### config.mk
export PLATFORM = sky130hd
export DESIGN_NAME = ce_ls_rs_rx
export DESIGN_NICKNAME = d
export VERILOG_FILES = /design/src/rtl/ce_pkg.sv /design/src/rtl/ce_cmult_conj.sv /design/src/rtl/ce_ls_rs_rx.sv
export SDC_FILE = /design/constraint.sdc
export NUM_CORES = 2
export LEC_CHECK = 0
export ABC_AREA = 1
export ABC_CLOCK_PERIOD_IN_PS = 10000
export BUFFER_PORTS_ARGS = -buffer_cell sky130_fd_sc_hd__buf_2
export CAP_MARGIN = 30
export CORE_ASPECT_RATIO = 0.75
export CORE_MARGIN = 1
export CORE_UTILIZATION = 30
export DETAILED_ROUTE_END_ITERATION = 8
export PLACE_DENSITY_LB_ADDON = 0.15
export SYNTH_ARGS = -nofsm -noshare
export SYNTH_HDL_FRONTEND = slang
export SYNTH_SLANG_ARGS = --single-unit
### constraint.sdc
create_clock -name clk -period 10 [get_ports clk]
set_clock_uncertainty 0.05 [all_clocks]
set_input_delay 1.5 -clock clk [delete_from_list [all_inputs] [get_ports clk]]
set_output_delay 1.5 -clock clk [all_outputs]
set_load 0.02 [all_outputs]
### src/rtl/ce_pkg.sv
// ---------------------------------------------------------------------------
// ce_pkg
// Shared definitions for the RS least-squares channel estimator:
//   - ce_state_e : framing FSM states
//   - MAX_FFTPTS : largest packet length accepted at sop
//   - SHIFT_DEF  : default right-shift removing the x65536 RS ROM scaling
//   - fftpts_ok  : legal-length check applied to fftpts_in at sop
// ---------------------------------------------------------------------------
package ce_pkg;

  typedef enum logic [1:0] {
    ST_IDLE = 2'd0,
    ST_RUN  = 2'd1,
    ST_GAP  = 2'd2
  } ce_state_e;

  localparam int MAX_FFTPTS = 2048;
  localparam int SHIFT_DEF  = 16;

  function automatic logic fftpts_ok(input logic [11:0] n);
    return (n != 12'd0) && (n <= 12'(MAX_FFTPTS));
  endfunction

endpackage

### src/rtl/ce_cmult_conj.sv
// ---------------------------------------------------------------------------
// ce_cmult_conj
// Three-stage pipelined H = Y * conj(X) with round-half-up, arithmetic right
// shift by SHIFT and saturation to wDataOut signed.
//   clk, rst_n      : clock, async active-low reset
//   y_re_i, y_im_i  : received sample (wDataIn signed)
//   x_re_i, x_im_i  : known RS value (wRS signed), same cycle as y
//   ld_i            : loads the output register (valid tag of the sum stage)
//   h_re_o, h_im_o  : registered estimate, holds while ld_i is low
// Stages: products -> re/im sums -> round/shift/saturate into the outputs.
// ---------------------------------------------------------------------------
module ce_cmult_conj
  import ce_pkg::*;
#(
  parameter int wDataIn  = 16,
  parameter int wRS      = 18,
  parameter int wDataOut = 18,
  parameter int SHIFT    = SHIFT_DEF
) (
  input  logic                       clk,
  input  logic                       rst_n,
  input  logic signed [wDataIn-1:0]  y_re_i,
  input  logic signed [wDataIn-1:0]  y_im_i,
  input  logic signed [wRS-1:0]      x_re_i,
  input  logic signed [wRS-1:0]      x_im_i,
  input  logic                       ld_i,
  output logic signed [wDataOut-1:0] h_re_o,
  output logic signed [wDataOut-1:0] h_im_o
);

  localparam int WP = wDataIn + wRS;   // product width
  localparam int WS = WP + 1;          // sum width
  localparam int WR = WS + 1;          // headroom for the rounding constant

  localparam logic signed [WR-1:0] RND     = WR'(64'sd1 <<< (SHIFT - 1));
  localparam logic signed [WR-1:0] SAT_MAX = WR'((64'sd1 <<< (wDataOut - 1)) - 64'sd1);
  localparam logic signed [WR-1:0] SAT_MIN = WR'(-(64'sd1 <<< (wDataOut - 1)));

  logic signed [WP-1:0] p_rr_q, p_ii_q, p_ir_q, p_ri_q;
  logic signed [WS-1:0] re_q, im_q;
  logic signed [wDataOut-1:0] h_re_d, h_im_d;

  function automatic logic signed [wDataOut-1:0] rnd_sat(input logic signed [WS-1:0] v);
    logic signed [WR-1:0] r;
    logic signed [wDataOut-1:0] res;
    r = $signed({v[WS-1], v}) + RND;
    r = r >>> SHIFT;
    if (r > SAT_MAX) begin
      res = SAT_MAX[wDataOut-1:0];
    end else if (r < SAT_MIN) begin
      res = SAT_MIN[wDataOut-1:0];
    end else begin
      res = r[wDataOut-1:0];
    end
    return res;
  endfunction

  assign h_re_d = rnd_sat(re_q);
  assign h_im_d = rnd_sat(im_q);

  always_ff @(posedge clk or negedge rst_n) begin
    if (!rst_n) begin
      p_rr_q <= '0;
      p_ii_q <= '0;
      p_ir_q <= '0;
      p_ri_q <= '0;
      re_q   <= '0;
      im_q   <= '0;
      h_re_o <= '0;
      h_im_o <= '0;
    end else begin
      p_rr_q <= WP'(y_re_i) * WP'(x_re_i);
      p_ii_q <= WP'(y_im_i) * WP'(x_im_i);
      p_ir_q <= WP'(y_im_i) * WP'(x_re_i);
      p_ri_q <= WP'(y_re_i) * WP'(x_im_i);
      // conj(X): re = yr*xr + yi*xi, im = yi*xr - yr*xi
      re_q   <= WS'(p_rr_q) + WS'(p_ii_q);
      im_q   <= WS'(p_ir_q) - WS'(p_ri_q);
      if (ld_i) begin
        h_re_o <= h_re_d;
        h_im_o <= h_im_d;
      end
    end
  end

endmodule

### src/rtl/ce_ls_rs_rx.sv
// ---------------------------------------------------------------------------
// ce_ls_rs_rx
// Receive-side LS channel estimator for the RS symbol. Frames the incoming
// RS packet, requests the known RS sequence from the generator, and streams
// H = Y * conj(X) / 65536 (rounded, saturated) with 4 clk latency.
//   clk, rst_n               : clock, async active-low reset
//   sink_valid/sop/eop       : received sample framing
//   sink_real/imag           : received sample (wDataIn signed)
//   fftpts_in                : expected packet length, sampled at sop
//   rs_req                   : generator request (combinational, = accepted)
//   rs_real/imag             : generator output, 1 clk after rs_req
//   source_valid/sop/eop     : estimate framing
//   source_real/imag         : LS estimate (wDataOut signed)
//   err                      : one-cycle framing error pulse
//
// state | meaning
// IDLE  | waiting for sop with a legal fftpts_in
// RUN   | inside a packet, counting accepted samples
// GAP   | one forced rs_req-low cycle so the generator address rewinds to 0
// ---------------------------------------------------------------------------
module ce_ls_rs_rx
  import ce_pkg::*;
#(
  parameter int wDataIn  = 16,
  parameter int wRS      = 18,
  parameter int wDataOut = 18,
  parameter int SHIFT    = SHIFT_DEF
) (
  input  logic                       clk,
  input  logic                       rst_n,
  input  logic                       sink_valid,
  input  logic                       sink_sop,
  input  logic                       sink_eop,
  input  logic signed [wDataIn-1:0]  sink_real,
  input  logic signed [wDataIn-1:0]  sink_imag,
  input  logic [11:0]                fftpts_in,
  output logic                       rs_req,
  input  logic signed [wRS-1:0]      rs_real,
  input  logic signed [wRS-1:0]      rs_imag,
  output logic                       source_valid,
  output logic                       source_sop,
  output logic                       source_eop,
  output logic signed [wDataOut-1:0] source_real,
  output logic signed [wDataOut-1:0] source_imag,
  output logic                       err
);

  ce_state_e   state_q, state_d;
  logic [11:0] len_q, len_d;
  logic [11:0] cnt_q, cnt_d;   // index of the last accepted sample
  logic [11:0] cur_idx;
  logic        run_last, idle_last, fft_ok;
  logic        acc, err_d, eop_ok;
  logic        err_q;

  logic signed [wDataIn-1:0] y_re_q, y_im_q;
  logic vld1_q, vld2_q, vld3_q, vld4_q;
  logic sop1_q, sop2_q, sop3_q, sop4_q;
  logic eop1_q, eop2_q, eop3_q, eop4_q;

  assign cur_idx   = cnt_q + 12'd1;
  assign run_last  = (cur_idx == len_q - 12'd1);
  assign idle_last = (fftpts_in == 12'd1);
  assign fft_ok    = fftpts_ok(fftpts_in);

  always_ff @(posedge clk or negedge rst_n) begin
    if (!rst_n) begin
      state_q <= ST_IDLE;
      len_q   <= '0;
      cnt_q   <= '0;
    end else begin
      state_q <= state_d;
      len_q   <= len_d;
      cnt_q   <= cnt_d;
    end
  end

  always_comb begin
    state_d = state_q;
    len_d   = len_q;
    cnt_d   = cnt_q;
    unique case (state_q)
      ST_IDLE: begin
        if (sink_valid && sink_sop) begin
          if (fft_ok) begin
            len_d   = fftpts_in;
            cnt_d   = '0;
            state_d = (sink_eop || idle_last) ? ST_GAP : ST_RUN;
          end else begin
            state_d = ST_GAP;
          end
        end
      end
      ST_RUN: begin
        if (!sink_valid || sink_sop) begin
          state_d = ST_GAP;
        end else begin
          cnt_d = cur_idx;
          if (sink_eop || run_last) state_d = ST_GAP;
        end
      end
      ST_GAP:  state_d = ST_IDLE;
      default: state_d = ST_IDLE;
    endcase
  end

  // A packet ends cleanly only when eop and the last expected index coincide;
  // either one without the other is a framing error, but the sample is kept.
  always_comb begin
    acc    = 1'b0;
    err_d  = 1'b0;
    eop_ok = 1'b0;
    unique case (state_q)
      ST_IDLE: begin
        if (sink_valid && sink_sop) begin
          if (fft_ok) begin
            acc = 1'b1;
            if (sink_eop != idle_last) err_d  = 1'b1;
            else if (sink_eop)         eop_ok = 1'b1;
          end else begin
            err_d = 1'b1;
          end
        end
      end
      ST_RUN: begin
        if (!sink_valid || sink_sop) begin
          err_d = 1'b1;
        end else begin
          acc = 1'b1;
          if (sink_eop != run_last) err_d  = 1'b1;
          else if (sink_eop)        eop_ok = 1'b1;
        end
      end
      ST_GAP: begin
        if (sink_valid && sink_sop) err_d = 1'b1;
      end
      default: ;
    endcase
  end

  assign rs_req = sink_valid & acc;

  // Tag pipeline; S1 also holds Y so it lines up with rs_real/imag.
  always_ff @(posedge clk or negedge rst_n) begin
    if (!rst_n) begin
      y_re_q <= '0;
      y_im_q <= '0;
      vld1_q <= 1'b0; vld2_q <= 1'b0; vld3_q <= 1'b0; vld4_q <= 1'b0;
      sop1_q <= 1'b0; sop2_q <= 1'b0; sop3_q <= 1'b0; sop4_q <= 1'b0;
      eop1_q <= 1'b0; eop2_q <= 1'b0; eop3_q <= 1'b0; eop4_q <= 1'b0;
      err_q  <= 1'b0;
    end else begin
      if (acc) begin
        y_re_q <= sink_real;
        y_im_q <= sink_imag;
      end
      vld1_q <= acc;
      sop1_q <= acc & (state_q == ST_IDLE);
      eop1_q <= acc & eop_ok;
      vld2_q <= vld1_q; sop2_q <= sop1_q; eop2_q <= eop1_q;
      vld3_q <= vld2_q; sop3_q <= sop2_q; eop3_q <= eop2_q;
      vld4_q <= vld3_q;
      sop4_q <= vld3_q & sop3_q;
      eop4_q <= vld3_q & eop3_q;
      err_q  <= err_d;
    end
  end

  ce_cmult_conj #(
    .wDataIn  (wDataIn),
    .wRS      (wRS),
    .wDataOut (wDataOut),
    .SHIFT    (SHIFT)
  ) u_cmult (
    .clk    (clk),
    .rst_n  (rst_n),
    .y_re_i (y_re_q),
    .y_im_i (y_im_q),
    .x_re_i (rs_real),
    .x_im_i (rs_imag),
    .ld_i   (vld3_q),
    .h_re_o (source_real),
    .h_im_o (source_imag)
  );

  assign source_valid = vld4_q;
  assign source_sop   = sop4_q;
  assign source_eop   = eop4_q;
  assign err          = err_q;

endmodule

==> summary.txt <==
Outcome
  – Status: finished with violations
  – Failing checks: DRC

Finish
  – Area growth, synth to finish: 8.19%
  – Finished Layout Cells: 10.3k
  – Nets: 9267
  – Proportion of layout cells with a drive suffix above 1: 3.73%
  – Post-layout util: 32.8%
  – Fillers: 21.2k

Yosys
  – Ys async rst share: 100%
  – Synth Area in Adders: 47.5%
  – Complex-gate fraction of the synthesized area: 5.11%
  – Area contributors post-synth: fa_1, inv_1, dfrtp_1
  – Yosys Warn Count: 0
  – Synth Area in Simple Gates: 17.2%
  – Syn nets: 9306
  – EDFF count, synth: 0
  – Synth top area share: 38.7%
  – Synth Area in XOR/XNOR: 3.13%
  – Mapped Area: 59900 µm²
  – Main synth FF type: dfrtp_1
  – Post-Synthesis Mean Instance Area: 7.84 µm²
  – Post-synthesis cell type count: 49
  – Synth Register Bits: 283
  – Main combinational cell family by area after synthesis: adder cells
  – Cell taking the most area after synthesis: fa_1
  – Synth cell count leaders: inv_1, nand2_1, fa_1
  – Register area share after synthesis: 11.8%
  – Most common cell in the netlist: inv_1
  – Portion of netlist area occupied by mux cells: 0%
  – Post-Synthesis Cells: 7643

GRT
  – First-pass GRT wire length: 302 mm
  – Met1 Use GR: 30.8%
  – Total grt overflow: 0
  – Antenna violations before repair: 17
  – GRT Util Overall: 19.6%
  – Met2 Use GR: 27.8%
  – Vias in the first global route: 49.4k
  – Met3 Track Usage GR: 3.74%
  – Largest net degree at the start of global routing: 141
  – Most used routing layer: met1

Route
  – Drt via density: 4.58
  – # DRC: 8
  – Antenna viol nets, final: 0
  – Final wirelength: 192 mm
  – Drt first pass iters: 8
  – Routed via count: 47.1k
  – DRT iter0 DRCs: 3355
  – Avg WL per Cell: 18.7 µm

Setup path
  – CP Class: flip-flop to flip-flop
  – Worst Setup SP: y_re_q[2]
  – CP Cell Sequence: buf_4 -> nand2_1 -> inv_1 -> fa_1 -> fa_1 -> fa_1 -> fa_1 -> fa_1 -> inv_1 -> fa_1 -> inv_1 -> ha_1 -> nand2_1 -> inv_1 -> nand3_1 -> nor3_1 -> nand3_1 -> nand4_1 -> xor2_1
  – CP Capture Type: flip-flop
  – CP top delay family: adder cells
  – Startpoint types: flip-flop
  – Worst Path Arrival: 7.89 ns
  – Crit-path max FO: 22
  – Worst EP required: 10.51 ns
  – CP dominant cell by count: fa_1
  – Slowest-stage cell, CP: dfrtp_1
  – Buf/Inv on CP: 5
  – FF-to-FF Start: y_re_q[2]
  – CP max stage delay: 0.99 ns

Clocking
  – Post-CTS sizing: 0
  – Clock Sinks: 283
  – Worst skew pair latency: 0.64 ns
  – CTS tree: done
  – Clock root buffer: clkbuf_16
  – H-tree Lvls: 2
  – Longest Clk Path Bufs: 3
  – # Post-CTS Setup Buffers: 0
  – Hold Buf Count CTS: 0
  – CTS buffer count: 42
  – Clk slew on worst S/H paths: 0.06 ns

Timing
  – Rel. slew slack: 29.6%
  – Min cycle time layout: 7.38 ns
  – Fmax: 136 MHz
  – # setup viols final: 0
  – Final period utilization: 73.8%
  – Hold Fails Final Rpt: 0
  – Slew Viols, Final: 0
  – Worst setup margin: 2.62 ns
  – Worst-Margin Slew: 1.06 ns
  – Setup TNS: 0 ns
  – RSZ-0062 raised after global routing: no

Placement
  – GPL Wtd Cong: 0.941
  – Detailed Place HPWL: 156 mm
  – Placed cell count: 10.2k
  – Pre-CTS setup slack: 2.06 ns
  – IO buf count: 125

Floorplan
  – Die H: 389 µm
  – Full die area: 202000 µm²
  – Initial Util: 30.3%
  – Area of the core: 198000 µm²
  – Die W: 518 µm
  – Row cnt: 141
  – IO Pins: 126

Job
  – Max_cap viols: 0

Min path
  – Worst Hold Class: flip-flop to flip-flop
  – Hold_sp: vld2_q
logic make-up after synthesis:
logic type                 count (synthesis)
AOI/OAI and AO/OA                        546
adders and majority gates               1578
buffers and inverters                   2426
and+or+nand+nor                         2596
xor gates and xnor gates                 214
DFF                                      283
per-layer routing:
layer | routed length, µm | vias up
met1 | 98600 | 23819
met5 | 225 | -
met2 | 77200 | 1134
li1 | - | 21981
met4 | 2310 | 8
met3 | 13500 | 122
flip-flops by register name, indices dropped and copies added (netlist names), 12 cells and up:
register        count
len_q              12
u_cmult.p_rr_q     34
u_cmult.re_q       20
y_re_q             16
cnt_q              12
u_cmult.p_ir_q     34
u_cmult.im_q       20
y_im_q             16
u_cmult.p_ri_q     34
u_cmult.p_ii_q     34
u_cmult.h_re_o     18
u_cmult.h_im_o     18
final timing paths:
path	endpoint	slack, ns	cells past startpoint
setup reg to reg	u_cmult.p_rr_q[31]	2.62	19
hold / removal	vld3_q	0.30	0
max in group asynchronous	u_cmult.p_ri_q[5]	7.54	2
hold reg to reg	vld3_q	0.30	0
min in group asynchronous	source_valid	0.77	1
setup / recovery	u_cmult.p_rr_q[31]	2.62	19
cell usage in the layout (no fill, tap or decap), types with 3 or more instances in the layout:
cell type	instances
inv_1	2158
nand2_1	1865
fa_1	1160
ha_1	418
nor2_1	388
dfrtp_1	276
a21oi_1	235
nand3_1	210
o21ai_0	174
xor2_1	152
buf_2	124
xnor2_1	62
nor3_1	52
buf_4	51
nand4_1	49
clkbuf_16	43
a21o_1	39
a31oi_1	34
o21bai_1	24
o21a_1	12
clkbuf_8	8
a21boi_0	7
o211ai_1	7
clkbuf_1	7
dfrtp_2	7
nor4_1	6
clkinv_2	6
or2_2	5
nand3b_1	4
nand2_2	4
inv_8	4
clkinv_4	4
diode_2	3
nor2_2	3
bufinv_16	3
layout make-up:
cell class              instances  area [µm²]  share of cell area, %
multi-input cells            4934       43700                   67.4
inverters                    2162        8120                   12.5
well taps                    2645        3310                   5.10
repair buffers                181        1130                   1.74
flip-flops and latches        283        7090                   10.9
clock buffers                  58        1210                   1.87
diodes                          3        7.51                 0.0116
clock inverters                20         258                  0.398
through the flow:
| stage | hold WS (ns) | area (µm²) |
|---|---|---|
| floorplan | 0.281 | 59900 |
| global placement | 0.282 | 63300 |
| detailed placement | 0.286 | 63300 |
| CTS | 0.300 | 64800 |
| global route | 0.313 | 64800 |
| finish | 0.301 | 64800 |
worst reg2reg max path, cell delays in order, from the launching register on:
cell and delay [ns]:
dfrtp_1 0.99, buf_4 0.52, nand2_1 0.20, inv_1 0.13, fa_1 0.58, fa_1 0.93, fa_1 0.53, fa_1 0.51
fa_1 0.49, inv_1 0.05, fa_1 0.47, inv_1 0.04, ha_1 0.38, nand2_1 0.13, inv_1 0.09, nand3_1 0.21
nor3_1 0.43, nand3_1 0.26, nand4_1 0.14, xor2_1 0.18
Power is left out: the tool's default activity adds up to more than one toggle a clock period on the data nets, which glitch-free logic cannot reach.
